`config.mk`:
```
export PLATFORM = sky130hd
export DESIGN_NAME = dma_rd_sched
export DESIGN_NICKNAME = d
export VERILOG_FILES = /design/src/rtl/dma_rd_sched.sv
export SDC_FILE = /design/constraint.sdc
export NUM_CORES = 1
export LEC_CHECK = 0
export ABC_AREA = 1
export CAP_MARGIN = 20
export CORE_MARGIN = 3
export CORE_UTILIZATION = 55
export CTS_CLUSTER_SIZE = 10
export DETAILED_ROUTE_END_ITERATION = 8
export MAX_ROUTING_LAYER = met4
export PLACE_DENSITY = 0.79
export SLEW_MARGIN = 30
export SYNTH_ARGS = -nofsm -noshare
export SYNTH_HDL_FRONTEND = slang
export SYNTH_SLANG_ARGS = --single-unit
```
`constraint.sdc`:
```
create_clock -name i_clk -period 11.7 [get_ports i_clk]
set_clock_uncertainty 0.05 [all_clocks]
set_input_delay 1.755 -clock i_clk [delete_from_list [all_inputs] [get_ports i_clk]]
set_output_delay 1.755 -clock i_clk [all_outputs]
set_load 0.02 [all_outputs]
```
`src/rtl/dma_rd_sched.sv`:
```
// Read-side DMA scheduler: splits one read command into MRRS-limited, 4 KB-safe
// memory-read requests, each carrying a tag from a small pool, and retires the command.
module dma_rd_sched #(
  parameter int ADDR_W   = 64,
  parameter int LEN_W    = 20,
  parameter int MRRS_DW  = 128,
  parameter int NUM_TAGS = 8
) (
  input  logic              i_clk,
  input  logic              i_rst_n,
  input  logic              cmd_valid,
  output logic              cmd_ready,
  input  logic [ADDR_W-1:0] cmd_addr,
  input  logic [LEN_W-1:0]  cmd_len_dw,
  output logic              req_valid,
  input  logic              req_ready,
  output logic [ADDR_W-1:0] req_addr,
  output logic [10:0]       req_len_dw,
  output logic [7:0]        req_tag,
  input  logic              cpl_done,
  input  logic [7:0]        cpl_tag,
  output logic              cmd_done,
  output logic              cpl_err,
  output logic [5:0]        outstanding,
  output logic              busy
);

  localparam int CW = LEN_W + 1;

  typedef enum logic [1:0] {
    S_IDLE,
    S_ISSUE,
    S_DRAIN
  } state_t;

  state_t              state_q, state_d;
  logic [ADDR_W-1:0]   addr_q, addr_d;
  logic [LEN_W-1:0]    rem_q, rem_d;
  logic                req_valid_q, req_valid_d;
  logic [ADDR_W-1:0]   req_addr_q, req_addr_d;
  logic [10:0]         req_len_q, req_len_d;
  logic [7:0]          req_tag_q, req_tag_d;
  logic [NUM_TAGS-1:0] used_q, used_d;
  logic [5:0]          out_q, out_d;
  logic                cmd_done_q, cmd_done_d;
  logic                cpl_err_q, cpl_err_d;

  logic                hs;
  logic                free_hit;
  logic [NUM_TAGS-1:0] free_mask, alloc_mask, avail, avail_b2b;
  logic [ADDR_W-1:0]   next_addr;
  logic [LEN_W-1:0]    next_rem;

  // Largest legal request starting at a: bounded by remaining length, MRRS and the 4 KB page.
  function automatic logic [CW-1:0] chunk_of(input logic [ADDR_W-1:0] a,
                                             input logic [LEN_W-1:0]  r);
    logic [12:0]   room_b;
    logic [CW-1:0] room;
    logic [CW-1:0] c;
    room_b = 13'h1000 - {1'b0, a[11:0]};
    room   = CW'(room_b[12:2]);
    c      = CW'(r);
    if (c > CW'(MRRS_DW)) c = CW'(MRRS_DW);
    if (c > room)         c = room;
    return c;
  endfunction

  function automatic logic [7:0] lowest(input logic [NUM_TAGS-1:0] m);
    logic [7:0] idx;
    idx = '0;
    for (int i = NUM_TAGS - 1; i >= 0; i--) begin
      if (m[i]) idx = 8'(i);
    end
    return idx;
  endfunction

  always_comb begin
    // NOTE: every combinational output gets a default first so no path infers a latch.
    state_d     = state_q;
    addr_d      = addr_q;
    rem_d       = rem_q;
    req_valid_d = req_valid_q;
    req_addr_d  = req_addr_q;
    req_len_d   = req_len_q;
    req_tag_d   = req_tag_q;
    cmd_done_d  = 1'b0;
    free_mask   = '0;
    alloc_mask  = '0;

    hs = req_valid_q && req_ready;
    for (int i = 0; i < NUM_TAGS; i++) begin
      free_mask[i]  = cpl_done && (cpl_tag == 8'(i)) && used_q[i];
      alloc_mask[i] = hs && (req_tag_q == 8'(i));
    end
    free_hit  = |free_mask;
    cpl_err_d = cpl_done && !free_hit;
    used_d    = (used_q | alloc_mask) & ~free_mask;
    out_d     = out_q + 6'(hs) - 6'(free_hit);

    // A tag freed this cycle is already usable for the request raised at this edge.
    avail     = ~used_q | free_mask;
    avail_b2b = avail & ~alloc_mask;
    next_addr = addr_q + ADDR_W'({req_len_q, 2'b00});
    next_rem  = rem_q - LEN_W'(req_len_q);

    case (state_q)
      S_IDLE: begin
        if (cmd_valid) begin
          state_d = S_ISSUE;
          addr_d  = cmd_addr;
          rem_d   = cmd_len_dw;
          if (|avail) begin
            req_valid_d = 1'b1;
            req_addr_d  = cmd_addr;
            req_len_d   = 11'(chunk_of(cmd_addr, cmd_len_dw));
            req_tag_d   = lowest(avail);
          end
        end
      end
      S_ISSUE: begin
        if (hs) begin
          addr_d = next_addr;
          rem_d  = next_rem;
          if (next_rem == '0) begin
            state_d     = S_DRAIN;
            req_valid_d = 1'b0;
          end else if (|avail_b2b) begin
            req_valid_d = 1'b1;
            req_addr_d  = next_addr;
            req_len_d   = 11'(chunk_of(next_addr, next_rem));
            req_tag_d   = lowest(avail_b2b);
          end else begin
            req_valid_d = 1'b0;
          end
        end else if (!req_valid_q && (|avail)) begin
          req_valid_d = 1'b1;
          req_addr_d  = addr_q;
          req_len_d   = 11'(chunk_of(addr_q, rem_q));
          req_tag_d   = lowest(avail);
        end
      end
      S_DRAIN: begin
        if (out_d == '0) begin
          state_d    = S_IDLE;
          cmd_done_d = 1'b1;
        end
      end
      default: state_d = S_IDLE;
    endcase
  end

  // NOTE: the tag bitmap is control state, not data storage, so it is reset with everything else.
  always_ff @(posedge i_clk or negedge i_rst_n) begin
    if (!i_rst_n) begin
      state_q     <= S_IDLE;
      addr_q      <= '0;
      rem_q       <= '0;
      req_valid_q <= 1'b0;
      req_addr_q  <= '0;
      req_len_q   <= '0;
      req_tag_q   <= '0;
      used_q      <= '0;
      out_q       <= '0;
      cmd_done_q  <= 1'b0;
      cpl_err_q   <= 1'b0;
    end else begin
      // NOTE: non-blocking assignments so every flop samples pre-edge values.
      state_q     <= state_d;
      addr_q      <= addr_d;
      rem_q       <= rem_d;
      req_valid_q <= req_valid_d;
      req_addr_q  <= req_addr_d;
      req_len_q   <= req_len_d;
      req_tag_q   <= req_tag_d;
      used_q      <= used_d;
      out_q       <= out_d;
      cmd_done_q  <= cmd_done_d;
      cpl_err_q   <= cpl_err_d;
    end
  end

  assign cmd_ready   = (state_q == S_IDLE);
  assign busy        = (state_q != S_IDLE);
  assign req_valid   = req_valid_q;
  assign req_addr    = req_addr_q;
  assign req_len_dw  = req_len_q;
  assign req_tag     = req_tag_q;
  assign cmd_done    = cmd_done_q;
  assign cpl_err     = cpl_err_q;
  assign outstanding = out_q;

endmodule

```
==> results.sh <==
export IMPL_grt_max_degree=85
export IMPL_h_tree_depth=4
export IMPL_fin_crit_ns=5.447
export IMPL_cts_resized=0
export IMPL_rsz0062_at_grt="false"
export IMPL_synth_seq_cells=181
export IMPL_post_route_util=0.6688
export IMPL_worstSetupPathType="input port to flop"
export IMPL_avgSynthCellArea_um2=6.381
export IMPL_die_h_um=168.7
export IMPL_die_area_mm2=0.02846
export IMPL_area_growth_pct=17.66
export IMPL_start_util=0.5684
export IMPL_grt_pass1_wl_mm=77.78
export IMPL_routed_top_layer="met4"
export IMPL_place_congestion=1.043
export IMPL_hold_viol=0
export IMPL_drv_cap=0
export IMPL_critical_path_arrival_ns=5.72
export IMPL_insertion_delay_ns=0.45
export IMPL_tightest_slew_ns=0.9747
export IMPL_crit_path_end_kind="flop"
export IMPL_cts_tree="yes"
export IMPL_io_buffers=185
export IMPL_p_per_area_mw_per_mm2=315.7
export IMPL_switchingPower_mw=2.985
export IMPL_synth_area_mm2=0.01456
export IMPL_io_pins=191
export IMPL_drt_initial_drc_count=2057
export IMPL_startpoint_type="input port"
export IMPL_cts_made_buffers=17
export IMPL_dp_hpwl_mm=37.87
export IMPL_worstRegToRegCells=28
export IMPL_core_rowCount=58
export IMPL_final_layout_size_suffix_gt1_frac=0.02703
export IMPL_hold_class="flop to flop"
export IMPL_die_w_um=168.7
export IMPL_met1Wirelength_mm=22.51
export IMPL_dr_wl_met2_mm=20.68
export IMPL_p_clk_frac=0.108
export IMPL_holdBufCountCts=0
export IMPL_power_frac_seq=0.234
export IMPL_clock_sinks=181
export IMPL_grt_pass1_vias=14730
export IMPL_synth_top_family_by_area="simple AND/OR/NAND/NOR gates"
export IMPL_fmax_ghz=0.1836
export IMPL_whs_ns=0.4284
export IMPL_max_slew_margin_rel=0.3495
export IMPL_synthMuxAreaShare=0.0006874
export IMPL_via_per_inst=5.794
export IMPL_setup_viol=0
export IMPL_whs_path_depth=1
export IMPL_clockRootBuffer="clkbuf_16"
export IMPL_drv_slew=0
export IMPL_ir_worst_vdd_v=0.0001935
export IMPL_vias=16060
export IMPL_cp_startpoint="cmd_addr[1]"
export IMPL_drt_total_wl_mm=49.20
export IMPL_period_share=0.4656
export IMPL_routedWlPerCell_um=17.75
export IMPL_synth_compound_area_frac=0.1373
export IMPL_yosysWarningCount=0
export IMPL_status="finished clean"
export IMPL_post_cts_buffers=0
export IMPL_required_ns=11.97
export IMPL_firstDrtPassIters=6
export IMPL_nNetsFinal=2590
export IMPL_synth_fa_ha_area_frac=0.05654
export IMPL_track_usage=0.3487
export IMPL_synth_cells=2282
export IMPL_overflow=0
export IMPL_wl_met3_mm=5.119
export IMPL_max_stage_delay_ns=0.42
export IMPL_synthSimpleGateAreaFrac=0.3651
export IMPL_cts_clk_slew_worst_paths_ns=0.08
export IMPL_diodes=0
export IMPL_r2r_start="req_len_dw[0]"
export IMPL_min_from="used_q[5]"
export IMPL_clk_path_buf_depth=2
export IMPL_crit_path_frequent_cell="nand2_1"
export IMPL_path_max_fanout=9
export IMPL_antenna_found_initial=0
export IMPL_finalSetupTns_ns=0
export IMPL_ys_seq_area_frac=0.3111
export IMPL_p_leak_nw=8.638
export IMPL_intPower_mw=2.424
export IMPL_yosys_area_share_xor_xnor=0.03308
export IMPL_drc=0
export IMPL_drtAntennaViolNets=0
export IMPL_p_total_mw=5.409
export IMPL_netlist_cell_type_count=52
export IMPL_core_area_mm2=0.02562
export IMPL_p_comb_frac=0.658
export IMPL_crit_slowest_cell="clkdlybuf4s50_1"
export IMPL_switching_share=0.5518
## layout by cell type, fill, tap and decap left out, types with 3 or more instances in the layout
cell type,synthesis,layout
nand2_1,798,798
inv_1,252,251
nor2_1,215,214
clkdlybuf4s50_1,0,184
dfrtp_1,181,181
o21ai_0,142,141
nand3_1,133,133
a21oi_1,89,89
ha_1,61,61
a31oi_1,57,57
nand4_1,51,51
xor2_1,45,45
nor3_1,43,43
clkbuf_16,0,17
o211ai_1,14,14
a21boi_0,14,14
conb_1,1,14
o21ai_1,12,13
buf_4,10,11
o22ai_1,10,10
nand3b_1,10,10
xnor2_1,10,10
nor4_1,8,8
inv_2,7,6
o221ai_1,6,6
o21a_1,5,5
inv_6,0,5
clkinv_1,4,4
nor2_4,3,3
fa_1,3,3
clkinv_4,0,3
inv_8,0,3
## synth_stat cells, drive strengths merged
master  instances  area, um2
a221oi          1      8.760
a31oi          57      356.6
buf            26      202.7
nor4b           2      17.52
conb            1      3.750
xnor2          10      87.58
a21boi         15      112.6
o41ai           2      17.52
o221ai          6      52.55
a21oi          89      445.4
nand3b         10      75.07
nor3           45      235.2
mux2i           1      10.01
o21a            5      37.54
clkinv          4      15.01
nand2         801       3019
fa              3      60.06
o22ai          10      62.56
clkbuf         55      207.7
nand3         134      683.2
a21o            1      7.510
o21bai          1      7.510
or3             1      6.260
o21ai         154      770.7
o31ai           2      15.01
ha             61      763.2
nor4            8      50.05
and3            2      12.51
nor2          220      867.1
dfrtp         181       4529
xor2           45      394.1
and2            2      12.51
inv           259      972.2
o211ai         14      105.1
nand4          51      319.1
or2             3      18.77
## sequential cells by signal (all words and copies together) (netlist names)
signal	flops
req_addr	64
req_tag	3
used_q	8
req_valid	1
cpl_err	1
addr_q	64
cmd_done	1
rem_q	20
outstanding	6
state_q	2
req_len_dw	11
## per-stage QoR
stage / area, um2 / std cells / setup slack [ns]
final: 17130 / 2772 / 6.253
after global routing: 17130 / 2772 / 5.797
after CTS: 17130 / 2772 / 6.292
after detailed placement: 16550 / 2740 / 5.838
after global placement: 16550 / 2740 / 5.926
after floorplan: 14610 / 2295 / 7.046
## final cells by class
| type | count | area (um2) |
|---|---|---|
| fill | 2330 | 8484 |
| inverter | 263 | 991.0 |
| sequential | 181 | 4529 |
| multi-input combinational | 1770 | 8693 |
| tap | 330 | 412.9 |
| clock inverter | 13 | 127.6 |
| clock buffer | 19 | 442.9 |
| timing repair buffer | 196 | 1936 |
## power by group through the flow
| stage | sequential, mW | combinational (mW) | clock [mW] |
|---|---|---|---|
| after CTS | 1.25 | 3.50 | 0.586 |
| after floorplan | 1.32 | 2.35 | 0 |
| after global placement | 1.25 | 3.40 | 0 |
| after global routing | 1.30 | 3.96 | 0.613 |
| after detailed placement | 1.26 | 3.48 | 0 |
| final | 1.26 | 3.56 | 0.584 |
## cells by family after synthesis
| logic type | Yosys count |
|---|---|
| flops | 181 |
| other cells | 1 |
| compound gates | 357 |
| simple gates | 1279 |
| xor+xnor | 55 |
| fa+ha+maj | 64 |
| mux | 1 |
| buf+inv | 344 |
## metal layers
metal	track usage	vias up
met5	-	-
met4	0.07328	0
met3	0.05488	74
met2	0.5019	867
met1	0.5209	7408
li1	-	7711
## worst max-delay path, delay by kind of cell
family | cells | cell delay [ns]
buffers and inverters | 6 | 0.89
AND/OR/NAND/NOR | 16 | 2.45
adder cells (fa/ha/maj) | 1 | 0.15
AO/OA/AOI/OAI | 2 | 0.47
## worst paths after layout
kind                            slack, ns            end
max in group asynchronous            9.12     addr_q[10]
worst min-delay path                 0.43      used_q[5]
worst min register to register       0.43      used_q[5]
min in group asynchronous            1.20      used_q[2]
worst max-delay path                 6.25  req_len_dw[7]
worst max register to register       6.66  req_len_dw[8]
Power figures use the tool's default switching activity.
